==> config.mk <==
export PLATFORM = sky130hd
export DESIGN_NAME = multicycle_controller
export DESIGN_NICKNAME = d
export VERILOG_FILES = /design/src/rtl/ctrl_pkg.sv /design/src/rtl/ctrl_decode.sv /design/src/rtl/multicycle_controller.sv
export SDC_FILE = /design/constraint.sdc
export NUM_CORES = 1
export LEC_CHECK = 0
export CORE_MARGIN = 3
export CORE_UTILIZATION = 33
export CTS_BUF_LIST = sky130_fd_sc_hd__clkbuf_16
export DETAILED_ROUTE_END_ITERATION = 8
export PLACE_DENSITY = 0.75
export SLEW_MARGIN = 20
export SYNTH_ARGS = -nofsm -noshare
export SYNTH_HDL_FRONTEND = slang
export SYNTH_HIERARCHICAL = 1
export SYNTH_SLANG_ARGS = --single-unit
==> constraint.sdc <==
create_clock -name clk -period 1.3 [get_ports clk]
set_clock_uncertainty 0.2 [all_clocks]
set_input_delay 0.195 -clock clk [delete_from_list [all_inputs] [get_ports clk]]
set_output_delay 0.195 -clock clk [all_outputs]
set_load 0.005 [all_outputs]
==> src/rtl/ctrl_pkg.sv <==
// Shared constants and types for the multi-cycle accumulator CPU controller.
// Optional feature macro: CTRL_TIMEOUT_EN (mem_ready wait timeout / bus_error).
package ctrl_pkg;

  localparam int unsigned OP_W    = 3;
  localparam int unsigned ALU_W   = 2;
  localparam int unsigned STATE_W = 3;

  // Opcode encodings (low three bits of the IR opcode field)
  localparam logic [OP_W-1:0] OP_HLT = 3'd0;
  localparam logic [OP_W-1:0] OP_JMP = 3'd1;
  localparam logic [OP_W-1:0] OP_ADD = 3'd2;
  localparam logic [OP_W-1:0] OP_AND = 3'd3;
  localparam logic [OP_W-1:0] OP_XOR = 3'd4;
  localparam logic [OP_W-1:0] OP_LDA = 3'd5;
  localparam logic [OP_W-1:0] OP_STO = 3'd6;
  localparam logic [OP_W-1:0] OP_SKZ = 3'd7;

  typedef enum logic [STATE_W-1:0] {
    CS_FETCH  = 3'd0,
    CS_DECODE = 3'd1,
    CS_EXEC   = 3'd2,
    CS_WB     = 3'd3,
    CS_HALT   = 3'd4
  } ctrl_state_t;

  // Plain-vector state codes for the state register and decode
  localparam logic [STATE_W-1:0] ST_FETCH  = 3'd0;
  localparam logic [STATE_W-1:0] ST_DECODE = 3'd1;
  localparam logic [STATE_W-1:0] ST_EXEC   = 3'd2;
  localparam logic [STATE_W-1:0] ST_WB     = 3'd3;
  localparam logic [STATE_W-1:0] ST_HALT   = 3'd4;

  localparam logic [ALU_W-1:0] ALU_PASS = 2'b00;
  localparam logic [ALU_W-1:0] ALU_ADD  = 2'b01;
  localparam logic [ALU_W-1:0] ALU_AND  = 2'b10;
  localparam logic [ALU_W-1:0] ALU_XOR  = 2'b11;

  // All controller strobes for one cycle
  typedef struct packed {
    logic              ir_load;
    logic              pc_inc;
    logic              mem_read;
    logic              mem_write;
    logic              jump;
    logic              skip;
    logic              acc_write;
    logic              alu_to_acc;
    logic [ALU_W-1:0]  alu_op;
    logic              reg_write;
    logic              halted;
  } ctrl_word_t;

  // Opcodes whose EXEC phase waits on the memory handshake
  function automatic logic is_mem_op(input logic [OP_W-1:0] op);
    return (op == OP_ADD) || (op == OP_AND) || (op == OP_XOR) ||
           (op == OP_LDA) || (op == OP_STO);
  endfunction

endpackage

==> src/rtl/ctrl_decode.sv <==
// Moore output decode: (state, latched opcode, latched acc_zero) -> strobes.
module ctrl_decode
  import ctrl_pkg::*;
(
  input  logic [STATE_W-1:0] state,
  input  logic [OP_W-1:0]    op_q,
  input  logic               skz_q,
  output ctrl_word_t         cw_c
);

  logic [ALU_W-1:0] alu_sel_c;
  logic             alu_src_c;

  // ALU op / ACC source for the latched opcode, shared by EXEC and WB
  always_comb begin
    alu_sel_c = ALU_PASS;
    alu_src_c = 1'b0;
    unique case (op_q)
      OP_ADD: begin alu_sel_c = ALU_ADD; alu_src_c = 1'b1; end
      OP_AND: begin alu_sel_c = ALU_AND; alu_src_c = 1'b1; end
      OP_XOR: begin alu_sel_c = ALU_XOR; alu_src_c = 1'b1; end
      default: begin alu_sel_c = ALU_PASS; alu_src_c = 1'b0; end
    endcase
  end

  // Per-state strobe decode; anything not driven stays 0
  always_comb begin
    cw_c = '0;
    unique case (state)
      ST_FETCH: begin
        cw_c.mem_read = 1'b1;
        cw_c.ir_load  = 1'b1;
      end
      ST_DECODE: begin
        cw_c.pc_inc = 1'b1;
      end
      ST_EXEC: begin
        unique case (op_q)
          OP_JMP: cw_c.jump = 1'b1;
          OP_SKZ: cw_c.skip = skz_q;
          OP_STO: cw_c.mem_write = 1'b1;
          OP_ADD, OP_AND, OP_XOR, OP_LDA: begin
            cw_c.mem_read   = 1'b1;
            cw_c.alu_to_acc = alu_src_c;
            cw_c.alu_op     = alu_sel_c;
          end
          default: cw_c = '0;
        endcase
      end
      ST_WB: begin
        cw_c.acc_write  = 1'b1;
        cw_c.reg_write  = 1'b1;
        cw_c.alu_to_acc = alu_src_c;
        cw_c.alu_op     = alu_sel_c;
      end
      ST_HALT: begin
        cw_c.halted = 1'b1;
      end
      default: cw_c = '0;
    endcase
  end

endmodule

==> src/rtl/multicycle_controller.sv <==
// Multi-cycle FSM control unit for the 8-bit accumulator CPU.
// Optional feature macro: CTRL_TIMEOUT_EN (bounded mem_ready wait, bus_error pulse).
module multicycle_controller
  import ctrl_pkg::*;
#(
  parameter int unsigned OPCODE_W = 3,
  parameter int unsigned ALU_OP_W = 2,
  parameter int unsigned TIMEOUT  = 16
) (
  input  logic                clk,
  input  logic                rst_n,
  input  logic [OPCODE_W-1:0] opcode,
  input  logic                acc_zero,
  input  logic                mem_ready,
  input  logic                resume,
  output logic                ir_load,
  output logic                pc_inc,
  output logic                mem_read,
  output logic                mem_write,
  output logic                jump,
  output logic                skip,
  output logic                acc_write,
  output logic                alu_to_acc,
  output logic [ALU_OP_W-1:0] alu_op,
  output logic                reg_write,
  output logic                halted,
  output logic                illegal_op,
  output logic                bus_error,
  output logic [2:0]          state
);

  // Reject configurations the decode cannot represent
  if (OPCODE_W < 3 || ALU_OP_W < 2 || TIMEOUT == 0) begin : g_param_check
    $error("multicycle_controller: bad OPCODE_W/ALU_OP_W/TIMEOUT");
  end

  logic [STATE_W-1:0] state_q, state_d;
  logic [OP_W-1:0]    op_q, op_d;
  logic               skz_q, skz_d;
  logic               illegal_q, illegal_d;
  logic               illegal_c;
  logic               expire_c;
  ctrl_word_t         cw_c;

  // Codes 8 and above exist only when the opcode field is wider than 3 bits
  assign illegal_c = (32'(opcode) >= 32'd8);

`ifdef CTRL_TIMEOUT_EN
  localparam int unsigned TMO_W = 8;

  if (TIMEOUT > 255) begin : g_tmo_check
    $error("multicycle_controller: TIMEOUT exceeds 8-bit counter");
  end

  logic [TMO_W-1:0] tmo_q, tmo_d;
  logic             bus_err_q, bus_err_d;
  logic             waiting_c;

  // A wait cycle is FETCH or a memory EXEC with the handshake still low
  assign waiting_c = !mem_ready &&
                     ((state_q == ST_FETCH) || ((state_q == ST_EXEC) && is_mem_op(op_q)));
  assign expire_c  = waiting_c && (tmo_q == TMO_W'(TIMEOUT - 1));

  // Timeout counter: clears on expiry or any state change, else counts wait cycles
  always_comb begin
    tmo_d     = tmo_q;
    bus_err_d = 1'b0;
    if (expire_c) begin
      tmo_d     = '0;
      bus_err_d = 1'b1;
    end else if (state_d != state_q) begin
      tmo_d = '0;
    end else if (waiting_c) begin
      tmo_d = tmo_q + TMO_W'(1);
    end
  end

  // Timeout counter and bus_error pulse registers
  always_ff @(posedge clk or negedge rst_n) begin
    if (!rst_n) begin
      tmo_q     <= '0;
      bus_err_q <= 1'b0;
    end else begin
      tmo_q     <= tmo_d;
      bus_err_q <= bus_err_d;
    end
  end

  assign bus_error = bus_err_q;
`else
  assign expire_c  = 1'b0;
  assign bus_error = 1'b0;
`endif

  // Next-state, opcode latch and illegal-op pulse logic
  always_comb begin
    state_d   = state_q;
    op_d      = op_q;
    skz_d     = skz_q;
    illegal_d = 1'b0;
    unique case (state_q)
      ST_FETCH: begin
        if (mem_ready) state_d = ST_DECODE;
      end
      ST_DECODE: begin
        op_d  = opcode[2:0];
        skz_d = acc_zero;
        if (illegal_c) begin
          state_d   = ST_FETCH;
          illegal_d = 1'b1;
        end else if (opcode[2:0] == OP_HLT) begin
          state_d = ST_HALT;
        end else begin
          state_d = ST_EXEC;
        end
      end
      ST_EXEC: begin
        unique case (op_q)
          OP_ADD, OP_AND, OP_XOR, OP_LDA: if (mem_ready) state_d = ST_WB;
          OP_STO:                         if (mem_ready) state_d = ST_FETCH;
          default:                        state_d = ST_FETCH;
        endcase
      end
      ST_WB:   state_d = ST_FETCH;
      ST_HALT: if (resume) state_d = ST_FETCH;
      default: state_d = ST_FETCH;
    endcase
    if (expire_c) state_d = ST_FETCH;
  end

  // State register, latched opcode/acc_zero and illegal_op pulse
  always_ff @(posedge clk or negedge rst_n) begin
    if (!rst_n) begin
      state_q   <= ST_FETCH;
      op_q      <= '0;
      skz_q     <= 1'b0;
      illegal_q <= 1'b0;
    end else begin
      state_q   <= state_d;
      op_q      <= op_d;
      skz_q     <= skz_d;
      illegal_q <= illegal_d;
    end
  end

  ctrl_decode u_decode (
    .state (state_q),
    .op_q  (op_q),
    .skz_q (skz_q),
    .cw_c  (cw_c)
  );

  assign ir_load    = cw_c.ir_load;
  assign pc_inc     = cw_c.pc_inc;
  assign mem_read   = cw_c.mem_read;
  assign mem_write  = cw_c.mem_write;
  assign jump       = cw_c.jump;
  assign skip       = cw_c.skip;
  assign acc_write  = cw_c.acc_write;
  assign alu_to_acc = cw_c.alu_to_acc;
  assign alu_op     = ALU_OP_W'(cw_c.alu_op);
  assign reg_write  = cw_c.reg_write;
  assign halted     = cw_c.halted;
  assign illegal_op = illegal_q;
  assign state      = state_q;

endmodule
Word-level counts from Yosys, hierarchy flattened
Index checks and enable logic that the tools add are counted.

Add/subtract/negate cells: 0. Multiply operators: 0. Div/mod/pow operators: 0. $lt $le $gt $ge: 0. Equal/unequal tests: 15. Shift operators: 0. Muxes and demuxes: 20. Bitwise operators: 0. Reduce and logical (&&, ||, !) cells: 5.

Operators by type and width (count): $mux W3 (7); $eq A3 B3 Y1 const B (5); $eq A3 B2 Y1 const B (4); $pmux W3 S4 (1); $pmux W5 S2 (1); $mux W1 (8); $eq A3 B1 Y1 const B (2); $logic_not A3 Y1 (2); $ne A3 B3 Y1 const B (2); $pmux W2 S3 (1); $pmux W3 S2 (1); $ne A2 B2 Y1 const B (2); $reduce_and A4 Y1 (1); $reduce_or A4 Y1 (1); $reduce_or A3 Y1 (1); $pmux W1 S2 (1).

Register bits: 7. Latch bits: 0. Bits in writable memories: 0. ROM bits: 0. Input bits: 8. Word-level logic and storage cells: 43. Memories kept: 0.

Longest topological paths before layout
Depth in word-level cells: 5. Gate-level depth with buffers: 3.

Modules after synthesis
The synthesis kept the hierarchy.

Modules (own cells, without submodules): multicycle_controller (instances 1, cells an instance 29, area each 334.1 µm², seq. area each 175.2 µm²); ctrl_decode (instances 1, cells an instance 22, area each 132.6 µm², seq. area each 0.0 µm²).

Least setup slack after synthesis
No wires, ideal clock.

Kind: register to register. From: register state_q[0], in the netlist state[0]. To: register op_q[0]. Arrival: 1.138 ns. Required time: 0.975 ns. Slack: -0.163 ns. Stages on the path, launching flop included: 4. Path buffers: 0. Period minus slack after synthesis: 1.463 ns. Cell sequence: dfrtp_1 -> inv_2 -> nor3_4 -> mux2_2.

Cells in the longest elaborated chain, start to end: 1.

RTL lines: from (decl) (RTL line multicycle_controller.sv:37) `logic [STATE_W-1:0] state_q, state_d;`; from (signal assigned) (RTL line multicycle_controller.sv:139) `state_q <= state_d;`; $eq A3 B1 Y1 (RTL line multicycle_controller.sv:101) `unique case (state_q)`; to (signal assigned) (RTL line multicycle_controller.sv:140) `op_q <= op_d;`; to (decl) (RTL line multicycle_controller.sv:38) `logic [OP_W-1:0] op_q, op_d;`.

Every way passes these cells. A chain may end at the register's enable or synchronous reset.

Worst setup path after layout
From: register op_q[1]. To: output alu_op[1].

Cells in the longest elaborated chain, start to end: 4. Elaborated cells on any way between the ends: 8. Those cells by class: eq/ne (4); mux (3); reduce/logical (1).

RTL lines: $eq A3 B3 Y1 (tied with other cells) (RTL line ctrl_decode.sv:18, ctrl_decode.sv:38); $pmux W2 S3 or $reduce_or A4 Y1 (tied branches) (RTL line ctrl_decode.sv:18, ctrl_decode.sv:38); $mux W3 (RTL line ctrl_decode.sv:38) `unique case (op_q)`; $pmux W5 S2 (*) (RTL line ctrl_decode.sv:29) `unique case (state)`; to (decl) (RTL line multicycle_controller.sv:24) `output logic [ALU_OP_W-1:0] alu_op,`.

Every way passes the cells marked *; elsewhere a longest branch is shown, timed or not.

==> out/summary.txt <==
Fin. Hold Viols -> 0
Failing checks -> setup timing
ANT cells -> 0
Largest fanout on the critical path -> 4
Commonest non-fill, non-tap cell in the layout -> buf_6
Post-CTS Hold Buffers -> 0
Ys async rst share -> 1.00
Final period util -> 1.34
Total track usage -> 0.194
Synth top area cells -> dfrtp_1, mux2_2, nor3_1, buf_4, a21oi_1
Root buf cell -> clkbuf_16
Commonest cells after routing, fill and taps aside -> buf_6, buf_2, clkdlybuf4s50_1, buf_4
Critical path required time -> 0.90 ns
Fin. max-slew vios -> 0
Synth warn -> 6
Clock Latency Late Sink -> 0.24 ns
Post-DP HPWL -> 939 µm
RSZ-0062 raised after global routing -> true
Hold Crit Class -> input port to async pin
Design Area, Final -> 0.00108 mm²
Layout fillers -> 53
Cell Area, Placed -> 769 µm²
DR iter-0 viols -> 10
WP buf/inv -> 1
Reg clk slew, reported paths -> 0.04 ns
Max VDD drop -> 0.00167 V
CP max-delay cell -> dfrtp_2
Post-Syn Area -> 467 µm²
Status -> finished with violations
Layout cell share with drive strength beyond 1 -> 0.714
Highest metal used -> met4
FMAX -> 0.575 GHz
Vias/cell -> 5.23
Port Buffers -> 22
Setup crit start kind -> register
Synthesized instance count -> 51
GRT overflow -> 0
Vias in the first global route -> 580
Antenna-violating nets left -> 0
Mean Syn Cell Area -> 9.15 µm²
Maximum number of pins on one net before global-route repair -> 8
Initial antenna violation count -> 0
Final std cells w/o fill -> 112
Met3 Routed Length -> 114 µm
Post-Route WL -> 2030 µm
Multi-input logic area -> 370 µm²
CTS sink cnt -> 7
Met1 wire length -> 762 µm
I/O pins -> 25
Max-Cap Viols -> 0
GPL Wtd Cong -> 0.748
DRC viols -> 0
Final-stage net count -> 107
CTS Buf Count -> 3
Crit-path cells -> or3b_4, a21oi_2, buf_2
Top cell type's share of synthesized area -> 0.375
H-Tree Depth -> 1
Worst Setup Slack, final -> -0.440 ns
Slowest Stage Delay on Critical Path -> 0.43 ns
Die area -> 0.00190 mm²
Worst setup EP type -> primary output
Die width -> 43.6 µm
Core area -> 0.00122 mm²
Fin crit period -> 1.74 ns
Post-synthesis sequential element count -> 7
Register-to-register setup slack -> -0.31 ns
DRT Pass-1 Iters -> 4
Final setup vio count -> 21
Number of synthesized flops with an enable pin -> 0
Rows -> 12
Cell taking the most area after synthesis -> dfrtp_1
Placed insts -> 95
Routed wire per std cell -> 18.1 µm
CTS tree -> yes
Global-route wire length before repair -> 2710 µm
Crit path max-delay family -> flip-flops
Register Area -> 181 µm²
Layout Area Growth over Synthesis -> 131%
Synth cell types -> 24
Sequential fraction of the synthesis area -> 0.375
P_leak -> 0.000475 µW
Routed vias -> 586
Met2 routed WL -> 1130 µm
Initial Utilization -> 0.384
CTS max path bufs -> 2
Crit Path Class -> register to primary output
Die Ht -> 43.6 µm
Primary FF master, synth -> dfrtp_1
Crit path DAT -> 1.35 ns
Pwr Density -> 2440 mW/mm²
layout make-up:
cell class,count,share of cell area
multi-input combinational,38,0.344
inverter,4,0.0186
clock inverter,1,0.00348
sequential,7,0.168
clock buffer,3,0.0697
timing repair buffer,45,0.380
tap,14,0.0163
final timing paths:
kind,startpoint,endpoint,cells after the start
setup / recovery,op_q[1],alu_op[1],3
hold / removal,rst_n,skz_q,1
setup reg to reg,state[1],op_q[2],4
hold reg to reg,skz_q,skz_q,1
max in group asynchronous,rst_n,state[1],1
min in group clk,mem_ready,state[0],3
registers in the layout, summed over array words and instances (netlist names):
| register | count |
|---|---|
| op_q | 3 |
| state | 3 |
| skz_q | 1 |
kinds of logic (layout without fill, tap and decap cells):
| group | Yosys count | in the layout | synth area share |
|---|---|---|---|
| AND/OR/NAND/NOR | 22 | 22 | 0.295 |
| flip-flops | 7 | 7 | 0.375 |
| other | 1 | 2 | 0.00804 |
| AO/OA/AOI/OAI | 8 | 8 | 0.107 |
| buffers and inverters | 7 | 53 | 0.0804 |
| multiplexers | 4 | 4 | 0.0965 |
| XOR/XNOR | 2 | 2 | 0.0375 |
cell usage after synthesis, drive strengths merged (2+ instances only):
cell and n:
dfrtp 7, nor3 7, a21oi 4, inv 4, mux2 4, buf 3, nand2b 3, nor2 3
nand2 2, xnor2 2
stage by stage:
step	TNS (ns)	utilization	hold WS (ns)	setup WS (ns)	power, µW
after global routing	-6.15	0.886	0.0524	-0.471	2750
after global placement	-6.54	0.633	0.269	-0.515	1450
final	-5.60	0.886	0.0302	-0.440	2630
after CTS	-5.22	0.805	0.0304	-0.414	2330
after detailed placement	-6.91	0.633	0.273	-0.603	1480
after floorplan	-0.553	-	-0.301	-0.0825	912
power by group:
| part | switching (µW) | leakage (µW) | internal (µW) |
|---|---|---|---|
| clock | 131 | 0.0000423 | 401 |
| combinational | 724 | 0.000352 | 932 |
| sequential | 119 | 0.0000801 | 324 |
| total | 974 | 0.000475 | 1660 |
repair_timing:
action,in CTS,in global routing
buffers inserted,12,5
endpoints found under the setup margin,20,21
resized for setup,88,19
pin swaps,12,14
layer usage:
layer / track usage / vias up
met5: 0 / -
li1: - / 272
met4: 0.120 / 0
met3: 0.0207 / 2
met1: 0.226 / 287
met2: 0.334 / 25
Power figures use the tool's default switching activity.
